[src/rtl/fetch_queue_stage.sv]
// Instruction fetch stage: PC generation, req/gnt/rvalid fetch, in-order
// instruction queue and the IF/ID register consumed by decode.
module fetch_queue_stage #(
  parameter int unsigned       ADDR_W     = 32,
  parameter int unsigned       DEPTH      = 2,
  parameter logic [ADDR_W-1:0] RESET_ADDR = '0,
  parameter logic [31:0]       NOP_INS    = 32'h0000_0013
) (
  input  logic              clk_i,
  input  logic              rst_i,
  input  logic              dbg_i,
  input  logic              mem_hold_i,
  input  logic              hz_i,
  input  logic              branch_i,
  input  logic [ADDR_W-1:0] branch_target_i,
  input  logic              trap_i,
  input  logic [ADDR_W-1:0] trap_addr_i,
  output logic              imem_req_o,
  output logic [ADDR_W-1:0] imem_addr_o,
  input  logic              imem_gnt_i,
  input  logic              imem_rvalid_i,
  input  logic [31:0]       imem_rdata_i,
  output logic [31:0]       ins_o,
  output logic [ADDR_W-1:0] if_id_pres_addr_o,
  output logic              if_id_valid_o
);

  // state | meaning
  // IDLE  | first cycle after reset, no fetch issued
  // RUN   | normal fetch
  // DRAIN | fetching at redirected PC while stale responses are dropped
  typedef enum logic [1:0] {IDLE = 2'd0, RUN = 2'd1, DRAIN = 2'd2} state_e;

  localparam int unsigned PW      = (DEPTH > 1) ? $clog2(DEPTH) : 1;
  localparam int unsigned CW      = PW + 1;
  localparam logic [CW:0] DEPTH_W = (CW + 1)'(DEPTH);

  state_e state_q, state_d;
  logic   issue_en;

  logic [ADDR_W-1:0] pc_q, pc_d;
  logic [CW-1:0]     out_q, out_d, disc_q, disc_d;

  logic [ADDR_W-1:0] af_mem_q [DEPTH];
  logic [PW-1:0]     af_rd_q, af_rd_d, af_wr_q, af_wr_d;

  logic [ADDR_W-1:0] iq_addr_q [DEPTH];
  logic [31:0]       iq_data_q [DEPTH];
  logic [PW-1:0]     iq_rd_q, iq_rd_d, iq_wr_q, iq_wr_d;
  logic [CW-1:0]     iq_cnt_q, iq_cnt_d;

  logic [31:0]       ins_q, ins_d;
  logic [ADDR_W-1:0] pa_q, pa_d;
  logic              vld_q, vld_d;

  logic [CW:0]       inflight;
  logic              acc, resp, drop, keep, redirect, if_en, pop, push;
  logic [ADDR_W-1:0] target;

  // Capacity counts both queued and in-flight words so a response always fits.
  assign inflight    = {1'b0, out_q} + {1'b0, iq_cnt_q};
  assign imem_req_o  = issue_en && !dbg_i && (inflight < DEPTH_W);
  assign imem_addr_o = pc_q;

  assign acc      = imem_req_o && imem_gnt_i;
  assign resp     = imem_rvalid_i && (out_q != '0);
  assign drop     = resp && (disc_q != '0);
  assign keep     = resp && !drop;
  assign redirect = !dbg_i && (trap_i || branch_i);
  assign target   = trap_i ? trap_addr_i : branch_target_i;
  assign if_en    = !dbg_i && !mem_hold_i && !hz_i;
  assign pop      = if_en && !redirect && (iq_cnt_q != '0);
  assign push     = keep && !redirect;

  always_comb begin
    out_d = out_q;
    if (acc && !resp)      out_d = out_q + CW'(1);
    else if (!acc && resp) out_d = out_q - CW'(1);

    disc_d = disc_q;
    if (redirect)  disc_d = out_d;
    else if (drop) disc_d = disc_q - CW'(1);

    pc_d = pc_q;
    if (redirect) pc_d = target;
    else if (acc) pc_d = pc_q + ADDR_W'(4);

    af_wr_d  = redirect ? '0 : (acc  ? af_wr_q + PW'(1) : af_wr_q);
    af_rd_d  = redirect ? '0 : (keep ? af_rd_q + PW'(1) : af_rd_q);
    iq_wr_d  = redirect ? '0 : (push ? iq_wr_q + PW'(1) : iq_wr_q);
    iq_rd_d  = redirect ? '0 : (pop  ? iq_rd_q + PW'(1) : iq_rd_q);
    iq_cnt_d = iq_cnt_q;
    if (redirect)         iq_cnt_d = '0;
    else if (push && !pop) iq_cnt_d = iq_cnt_q + CW'(1);
    else if (pop && !push) iq_cnt_d = iq_cnt_q - CW'(1);

    ins_d = ins_q;
    pa_d  = pa_q;
    vld_d = vld_q;
    if (if_en) begin
      if (pop) begin
        ins_d = iq_data_q[iq_rd_q];
        pa_d  = iq_addr_q[iq_rd_q];
        vld_d = 1'b1;
      end else begin
        ins_d = NOP_INS;
        vld_d = 1'b0;
      end
    end
  end

  always_ff @(posedge clk_i or posedge rst_i) begin
    if (rst_i) begin
      state_q  <= IDLE;
      pc_q     <= RESET_ADDR;
      out_q    <= '0;
      disc_q   <= '0;
      af_rd_q  <= '0;
      af_wr_q  <= '0;
      iq_rd_q  <= '0;
      iq_wr_q  <= '0;
      iq_cnt_q <= '0;
      ins_q    <= NOP_INS;
      pa_q     <= '0;
      vld_q    <= 1'b0;
    end else begin
      state_q  <= state_d;
      pc_q     <= pc_d;
      out_q    <= out_d;
      disc_q   <= disc_d;
      af_rd_q  <= af_rd_d;
      af_wr_q  <= af_wr_d;
      iq_rd_q  <= iq_rd_d;
      iq_wr_q  <= iq_wr_d;
      iq_cnt_q <= iq_cnt_d;
      ins_q    <= ins_d;
      pa_q     <= pa_d;
      vld_q    <= vld_d;
    end
  end

  // Storage arrays need no reset; pointers and counts qualify their contents.
  always_ff @(posedge clk_i) begin
    if (acc && !redirect) af_mem_q[af_wr_q] <= pc_q;
    if (push) begin
      iq_addr_q[iq_wr_q] <= af_mem_q[af_rd_q];
      iq_data_q[iq_wr_q] <= imem_rdata_i;
    end
  end

  always_comb begin
    state_d = state_q;
    unique case (state_q)
      IDLE:       if (!dbg_i) state_d = RUN;
      RUN, DRAIN: if (!dbg_i) state_d = (disc_d != '0) ? DRAIN : RUN;
      default:    state_d = IDLE;
    endcase
  end

  always_comb begin
    issue_en = (state_q != IDLE);
  end

  assign ins_o             = ins_q;
  assign if_id_pres_addr_o = pa_q;
  assign if_id_valid_o     = vld_q;

  // A response with nothing in flight is a memory protocol error.
  assert property (@(posedge clk_i) disable iff (rst_i) !(imem_rvalid_i && out_q == '0));

endmodule

[config.mk]
export PLATFORM = sky130hd
export DESIGN_NAME = fetch_queue_stage
export DESIGN_NICKNAME = d
export VERILOG_FILES = /design/src/rtl/fetch_queue_stage.sv
export SDC_FILE = /design/constraint.sdc
export NUM_CORES = 1
export LEC_CHECK = 0
export ABC_AREA = 1
export BUFFER_PORTS_ARGS = -buffer_cell sky130_fd_sc_hd__buf_2
export CORE_ASPECT_RATIO = 1.4
export CORE_MARGIN = 8
export CORE_UTILIZATION = 45
export DETAILED_ROUTE_END_ITERATION = 8
export HOLD_SLACK_MARGIN = 0.03
export PLACE_DENSITY = 0.75
export REMOVE_ABC_BUFFERS = 1
export SLEW_MARGIN = 10
export SYNTH_ARGS = -nofsm -noshare
export SYNTH_HDL_FRONTEND = slang
export SYNTH_SLANG_ARGS = --single-unit
[constraint.sdc]
create_clock -name clk_i -period 5 [get_ports clk_i]
set_clock_uncertainty 0.05 [all_clocks]
set_input_delay 0.5 -clock clk_i [delete_from_list [all_inputs] [get_ports clk_i]]
set_output_delay 0.5 -clock clk_i [all_outputs]
set_load 0.01 [all_outputs]
== Yosys cells after proc, flatten, opt, wreduce, memory -nomap -nowiden ==
Memories as Yosys holds them, arrays and structs flattened. A register that Yosys moved wholly into a read port is not among the register bits.
Index checks and enable logic that the tools add are counted.
Operators by class
  $add $sub $neg: 11
  equality and inequality tests: 4
  reductions and logical operators: 41
  mux-type cells: 28
  $lt $le $gt $ge: 1
Operators by type and width (count)
  2-to-1 mux 32 bit: 4
  adder 32 x 3 -> 32 bit, second input constant: 1
  2-to-1 mux 2 bit: 10
  nonzero test 2 bit: 9
  logical AND 1 bit: 17
  2-to-1 mux 1 bit: 13
  logical NOT 1 bit: 9
  subtractor 2 x 1 -> 2 bit, second input constant: 3
  adder 1 bit, second input constant: 4
  adder 2 x 1 -> 2 bit, second input constant: 2
  inequality test 2 bit, second input constant: 2
  case mux 2 bit (2 select lines): 1
  AND reduction 2 bit: 2
  adder 2 x 2 -> 3 bit: 1
  less-than comparator 3 x 2 -> 1 bit, second input constant: 1
  nonzero test 3 bit: 1
  == test 2 x 1 -> 1 bit, second input constant: 1
  == test 2 bit, second input constant: 1
  logical NOT 2 bit: 1
  OR reduction 2 bit: 1
  logical OR 1 bit: 1
Word-level totals
  flip-flop bits (word level): 77
  output and inout port bits: 98
  memories: 3
  bits of input ports: 105
  bits in writable memories: 192
  word-level logic and storage cells: 99
Memories
  af_mem_q: words 2, bits a word 32, rd ports 1, clocked after memory_dff 0, write ports 1, RTL line 44  | logic [ADDR_W-1:0] af_mem_q [DEPTH];
  iq_addr_q: words 2, bits a word 32, rd ports 1, clocked after memory_dff 1, write ports 1, RTL line 47  | logic [ADDR_W-1:0] iq_addr_q [DEPTH];
  iq_data_q: words 2, bits a word 32, rd ports 1, clocked after memory_dff 0, write ports 1, RTL line 48  | logic [31:0] iq_data_q [DEPTH];

== Longest topological paths before layout ==
Gate-level depths: netlist of the first run.
  depth in word-level cells: 13
  depth in mapped cells: 15
  depth with buffers taken out: 14

== Least setup slack after synthesis of the first run ==
OpenSTA, ideal clock, no wires.
  kind: in2reg
  from: input trap_i
  to: memory iq_addr_q[0][0] (enable)
  slack: 0.717 ns
  data arrival time: 3.747 ns
  path buffers: 1
  required time: 4.464 ns
  stages on the path: 6
  library setup time: 0.486 ns
  cells stage by stage: buf_2 -> nor2_4 -> nor2_4 -> nor2_1 -> inv_1 -> nor2_1
Between the ends
  longest elaborated chain between the ends: 6
Ends and longest elaborated chain
  start: declaration: RTL line 16  | input logic trap_i,
  logical OR 1 bit: RTL line 69  | assign redirect = !dbg_i && (trap_i || branch_i);
  logical AND 1 bit: RTL line 69
  logical NOT 1 bit: RTL line 73  | assign push = keep && !redirect;
  logical AND 1 bit: RTL line 73
  2-to-1 mux 1 bit: RTL line 145  | if (push) begin
  2-to-1 mux 1 bit (implied by the code): RTL line 146  | iq_addr_q[iq_wr_q] <= af_mem_q[af_rd_q];
  end: declaration: RTL line 47
Every way passes these cells.

== Worst setup path in the final report of the first run ==
  from: register iq_cnt_q[0]
  to: memory af_mem_q[0][21] (enable)
Between the ends
  longest elaborated chain between the ends: 7
Ends and longest elaborated chain
  start: declaration: RTL line 50  | logic [CW-1:0] iq_cnt_q, iq_cnt_d;
  start signal: assignment: RTL line 135  | iq_cnt_q <= iq_cnt_d;
  adder 2 x 2 -> 3 bit: RTL line 61  | assign inflight = {1'b0, out_q} + {1'b0, iq_cnt_q};
  less-than comparator 3 x 2 -> 1 bit: RTL line 62  | assign imem_req_o = issue_en && !dbg_i && (inflight < DEPTH_W);
  logical AND 1 bit: RTL line 62
  logical AND 1 bit: RTL line 65  | assign acc = imem_req_o && imem_gnt_i;
  logical AND 1 bit: RTL line 144  | if (acc && !redirect) af_mem_q[af_wr_q] <= pc_q;
  2-to-1 mux 1 bit: RTL line 144
  2-to-1 mux 1 bit (implied by the code): RTL line 144
  end: declaration: RTL line 44
Every way passes these cells.

==> flow_summary.toml, run 1 <==
[run_status]
run_status = "complete, no violations"

[timing]
maxSlewViolCount = 0
rsz0062_at_grt = "no"
worst_pin_slew_ps = 1162
relSlewSlack = 0.2252
setup_viol = 0
period_needed_ps = 3279
min_period_over_period = 0.6559
hold_viol = 0
fmaxAchievable_mhz = 304.9
setup_tns_ps = 0
fin_hold_ws_ps = 108.5

[worst_setup_path]
worstReg2RegEnd = "af_mem_q[0][21]"
crit_fanout = 33
cp-start-kind = "flop"
critical_path_class = "flop to flop"
rr_startpoint = "iq_cnt_q[0]"
cp-endpoint = "af_mem_q[0][21]"
end_kind = "flop"
crit_path_start = "iq_cnt_q[0]"
worstPathArrival_ps = 3380
rrSetupSlack_ps = 1720
worstPathRequired_ps = 5100
r2r_cells = 8

[finish]
final_cells = 1752
fill_cells = 2363
syn2layout_area_growth_pct = 18.54
fin_util = 0.5421
mostFrequentLayoutCell = "nand2_1"
antenna_cells = 0
final_cell_mix = "nand2_1, buf_2, edfxtp_1"
nets = 1473
drive_above_1_share = 0.2381

[cts]
path_clk_slew_ps = 60
post_cts_resize_count = 0
clock-root-buffer = "clkbuf_16"
clock_latency_ps = 530
numCtsBuffers = 27
cts_sinks = 301
cts_tree = "built"
h-tree-depth = 1
clockBufferDepth = 3
cts_setup_buffers = 0
hold_buffers = 0

[placement]
gp_congestion = 0.9154
dp_cells = 1702
portBuffers = 202
dp_hpwl_um = 19880

[floorplan]
dieArea_um2 = 33800
rows = 72
core_um2 = 27660
die_h_um = 214.4
start_util = 0.4573
fp.dieW_um = 157.7
io_pins = 203

[hold_path]
min_path_type = "primary input to flop"
holdPathStages = 1

[grt]
grt_pass1_vias = 9014
grt_overflow = 0
grt_usage = 0.1714
antenna_found_initial = 0
grt_max_degree = 131
grt_pass1_wl_um = 46210

[detailed_routing]
wl_per_cell_um = 16.43
firstDrtPassIters = 5
vias = 8746
drc = 0
wl_um = 28790
final_antenna_net_count = 0
viasPerCell = 4.992
drtIter0Drc = 435

[yosys]
ys_seq_area_frac = 0.6718
yosys.cell_types.count = 48
ys_seq_elements = 301
ys_warn_count = 0
syn_area_per_cell_um2 = 10.81
synthArstFlopShare = 0.3621
postSynthCellCount = 1170
syn-cell-area_um2 = 12650
synth_flop_cell = "edfxtp_1"
synth-edff-count = 192

[pwr]
p_switching_uw = 1994
swShare = 0.2861
internal_power_uw = 4976
comb_power_share = 0.195
p_per_area_nw_per_um2 = 464.9
p_clk_frac = 0.322
pwr-share-seq = 0.483
ir_drop_mv = 0.2300
cellLeakagePower_uw = 0.006389

[job]
drv_cap = 0
-- metal layers --
metal  share of wire  GRT usage
met1            0.41     0.2037
met2            0.51     0.2997
met3           0.050    0.02481
met4           0.037    0.07607
met5               0          0
-- kinds of logic (layout without fill, tap and decap cells) --
logic type,Yosys count,count (layout),synth area share
muxes,34,34,0.03017
AOI/OAI and AO/OA,185,185,0.07667
DFF,301,301,0.6718
xor gates and xnor gates,4,4,0.002770
and+or+nand+nor,468,468,0.1571
adders and majority gates,6,6,0.006529
buffers and inverters,172,384,0.05500
-- cell usage after synthesis (8+ instances only) --
cell type  count  area share
nand3_1       44       0.017
clkbuf_1      29      0.0086
nor3_1        14      0.0055
nand4_1        8      0.0040
nor2_1        85       0.025
a21oi_1       21      0.0083
nand2_1      288       0.085
edfxtp_1     192        0.46
dfrtp_1      106        0.21
mux2_2        33       0.029
inv_1        117       0.035
o21ai_0      129       0.051
o21ai_1       15      0.0059
buf_2         12      0.0047
-- state kept, by name, summed over array words and instances, names as in the netlist, 2 cells and up --
name and count:
af_mem_q 64, ins_o 32, imem_addr_o 32, disc_q 2, if_id_pres_addr_o 32, state_q 2, iq_addr_q 64, iq_cnt_q 2
iq_data_q 64, out_q 2
-- worst min path at each step --
stage,startpoint,to,slack [ps]
floorplan,state_q[1],state_q[1],420
global placement,if_id_pres_addr_o[30],if_id_pres_addr_o[30],410
detailed placement,if_id_valid_o,if_id_valid_o,420
CTS,imem_rdata_i[31],iq_data_q[0][31],80
global route,imem_rdata_i[31],iq_data_q[1][31],90
finish,imem_rdata_i[31],iq_data_q[1][31],110
-- power by group through the flow --
stage | clock network [uW] | registers, uW | logic, uW
2_1_floorplan | 0 | 3470 | 707
3_3_place_gp | 0 | 3400 | 1340
3_5_place_dp | 0 | 3410 | 1380
4_1_cts | 2290 | 3370 | 1390
5_1_grt | 2380 | 3410 | 1540
6_report | 2240 | 3370 | 1360
-- metrics by stage --
stage	worst slack, ps	instance area, um^2	total power [uW]
final	1721	14990	6970
after global routing	1513	14990	7335
after CTS	1706	14970	7039
after detailed placement	1642	13990	4791
after global placement	1745	13990	4738
after floorplan	719.3	12420	4180
-- worst max-delay path, cell delays in order (launching register included) --
cell and delay [ps]:
dfrtp_1 420, nand2_1 80, inv_1 50, fa_1 440, nor2_1 220, nand3_2 350, nor2_2 350, inv_2 190
nor2_4 750
-- cell type report --
type / instances / area, um^2 / area share
sequential: 301 / 8501 / 0.5670
tap: 370 / 462.9 / 0.03088
clock inverter: 15 / 237.7 / 0.01586
timing repair buffer: 212 / 1099 / 0.07327
clock buffer: 34 / 742.0 / 0.04949
inverter: 123 / 465.4 / 0.03104
multi-input combinational: 697 / 3486 / 0.2325
No activity file was read; power rests on OpenSTA's default activity.
==> run 2: changes to the inputs <==
Clock period 5 ns to 3.3 ns, I/O delays scaled along.
==> flow_summary.toml, run 2 (same netlist as run 1, synthesis figures left out) <==
[run_status]
run_status = "complete, no violations"

[cts]
clock_latency_ps = 530
h-tree-depth = 1
numCtsBuffers = 27
clock-root-buffer = "clkbuf_16"
clockBufferDepth = 3
path_clk_slew_ps = 60
cts_setup_buffers = 0
cts_tree = "built"
cts_sinks = 301
hold_buffers = 39
post_cts_resize_count = 0

[worst_setup_path]
rr_startpoint = "iq_cnt_q[0]"
end_kind = "flop"
worstReg2RegEnd = "imem_addr_o[10]"
crit_fanout = 10
worstPathRequired_ps = 3710
r2r_cells = 10
worstPathArrival_ps = 3090
cp-start-kind = "flop"
rrSetupSlack_ps = 620
critical_path_class = "flop to flop"

[detailed_routing]
final_antenna_net_count = 0
drtIter0Drc = 433
viasPerCell = 4.934
firstDrtPassIters = 7
drc = 0
wl_per_cell_um = 16.55
vias = 8887
wl_um = 29800

[finish]
fin_area_um2 = 15380
fill_cells = 2326
antenna_cells = 0
syn2layout_area_growth_pct = 21.62
final_cell_mix = "nand2_1, buf_2, edfxtp_1"
mostFrequentLayoutCell = "nand2_1"
nets = 1522
largest_registers = "af_mem_q x64, iq_addr_q x64, iq_data_q x64"
drive_above_1_share = 0.2355

[floorplan]
core_um2 = 27660
io_pins = 203
rows = 72
die_h_um = 214.4
dieArea_um2 = 33800
start_util = 0.4573
fp.dieW_um = 157.7

[timing]
maxSlewViolCount = 0
worst_pin_slew_ps = 731.3
fin_hold_ws_ps = 58.69
fmaxAchievable_mhz = 373.2
rsz0062_at_grt = "no"
hold_viol = 0
setup_tns_ps = 0
min_period_over_period = 0.8119
period_needed_ps = 2679
setup_viol = 0
setup_ws_ps = 620.7
relSlewSlack = 0.5120

[job]
drv_cap = 0

[grt]
grt_pass1_vias = 9163
antenna_found_initial = 0
grt_overflow = 0
grt_usage = 0.1771
grt_pass1_wl_um = 47770
grt_max_degree = 89

[hold_path]
holdPathStages = 5
holdPathEnd = "imem_addr_o[7]"
min_path_type = "primary input to flop"
worstHoldStart = "branch_target_i[7]"

[placement]
portBuffers = 202
dp_hpwl_um = 20490
dp_slack_ps = 776.0
gp_congestion = 0.8912
postPlaceCellArea_um2 = 14110

[pwr]
cellLeakagePower_uw = 0.006570
ir_drop_mv = 0.3989
p_per_area_nw_per_um2 = 671.8
-- run 2: cell types whose count changed in the layout (fill, tap and decap cells not counted), sizes merged --
cell | before | now
clkinvlp | 2 | 1
inv | 121 | 122
bufinv | 6 | 2
buf | 212 | 222
clkinv | 9 | 10
dlygate4sd3 | 0 | 39
clkbuf | 34 | 37
-- run 2: area by class of cell --
type | instances | area (um^2) | share of cell area
inverters | 123 | 465.4 | 0.03026
clock buffers | 37 | 763.2 | 0.04961
flip-flops and latches | 301 | 8501 | 0.5526
clock inverters | 12 | 116.4 | 0.007564
well taps | 370 | 462.9 | 0.03009
multi-input cells | 697 | 3486 | 0.2266
repair buffers | 261 | 1589 | 0.1033
-- run 2: how the worst max path moves through the flow --
stage / startpoint / slack [ps] / endpoint
floorplan: out_q[1] / -970 / iq_addr_q[0][0]
global placement: iq_cnt_q[0] / 820 / imem_addr_o[15]
detailed placement: iq_cnt_q[0] / 780 / imem_addr_o[15]
CTS: iq_cnt_q[0] / 660 / imem_addr_o[10]
global route: iq_cnt_q[0] / 480 / imem_addr_o[10]
finish: iq_cnt_q[0] / 620 / imem_addr_o[10]
-- run 2: metrics by stage --
| stage | power, uW | std cells | utilization |
|---|---|---|---|
| after floorplan | 6333 | 1121 | - |
| after global placement | 7214 | 1713 | 0.5103 |
| after detailed placement | 7297 | 1713 | 0.5103 |
| after CTS | 10440 | 1801 | 0.5562 |
| after global routing | 10890 | 1801 | 0.5562 |
| final | 10340 | 1801 | 0.5562 |
-- run 2: metal layers --
metal | vias up | wire, um | track usage
met1 | 4159 | 11980 | 0.2112
met2 | 283 | 15220 | 0.3101
met4 | 0 | 1119 | 0.07766
met3 | 55 | 1484 | 0.02481
met5 | - | 0 | 0
li1 | 4390 | - | -
-- run 2: report_power, final --
part           switching [uW]  internal [uW]  leakage (uW)  total [uW]
Combinational            1290            842       0.00303        2130
Sequential                423           4680       0.00310        5100
Clock                    1320           1780      0.000439        3100
-- run 2: worst max-delay path, stage by stage, from the launching register on --
cell           delay [ps]
dfrtp_1               420
nand2_1                80
inv_1                  40
fa_1                  430
nor2_1                210
nand3_2               110
buf_4                 210
nor2_1                210
nor3_1                 70
a311oi_1              200
dlygate4sd3_1         580
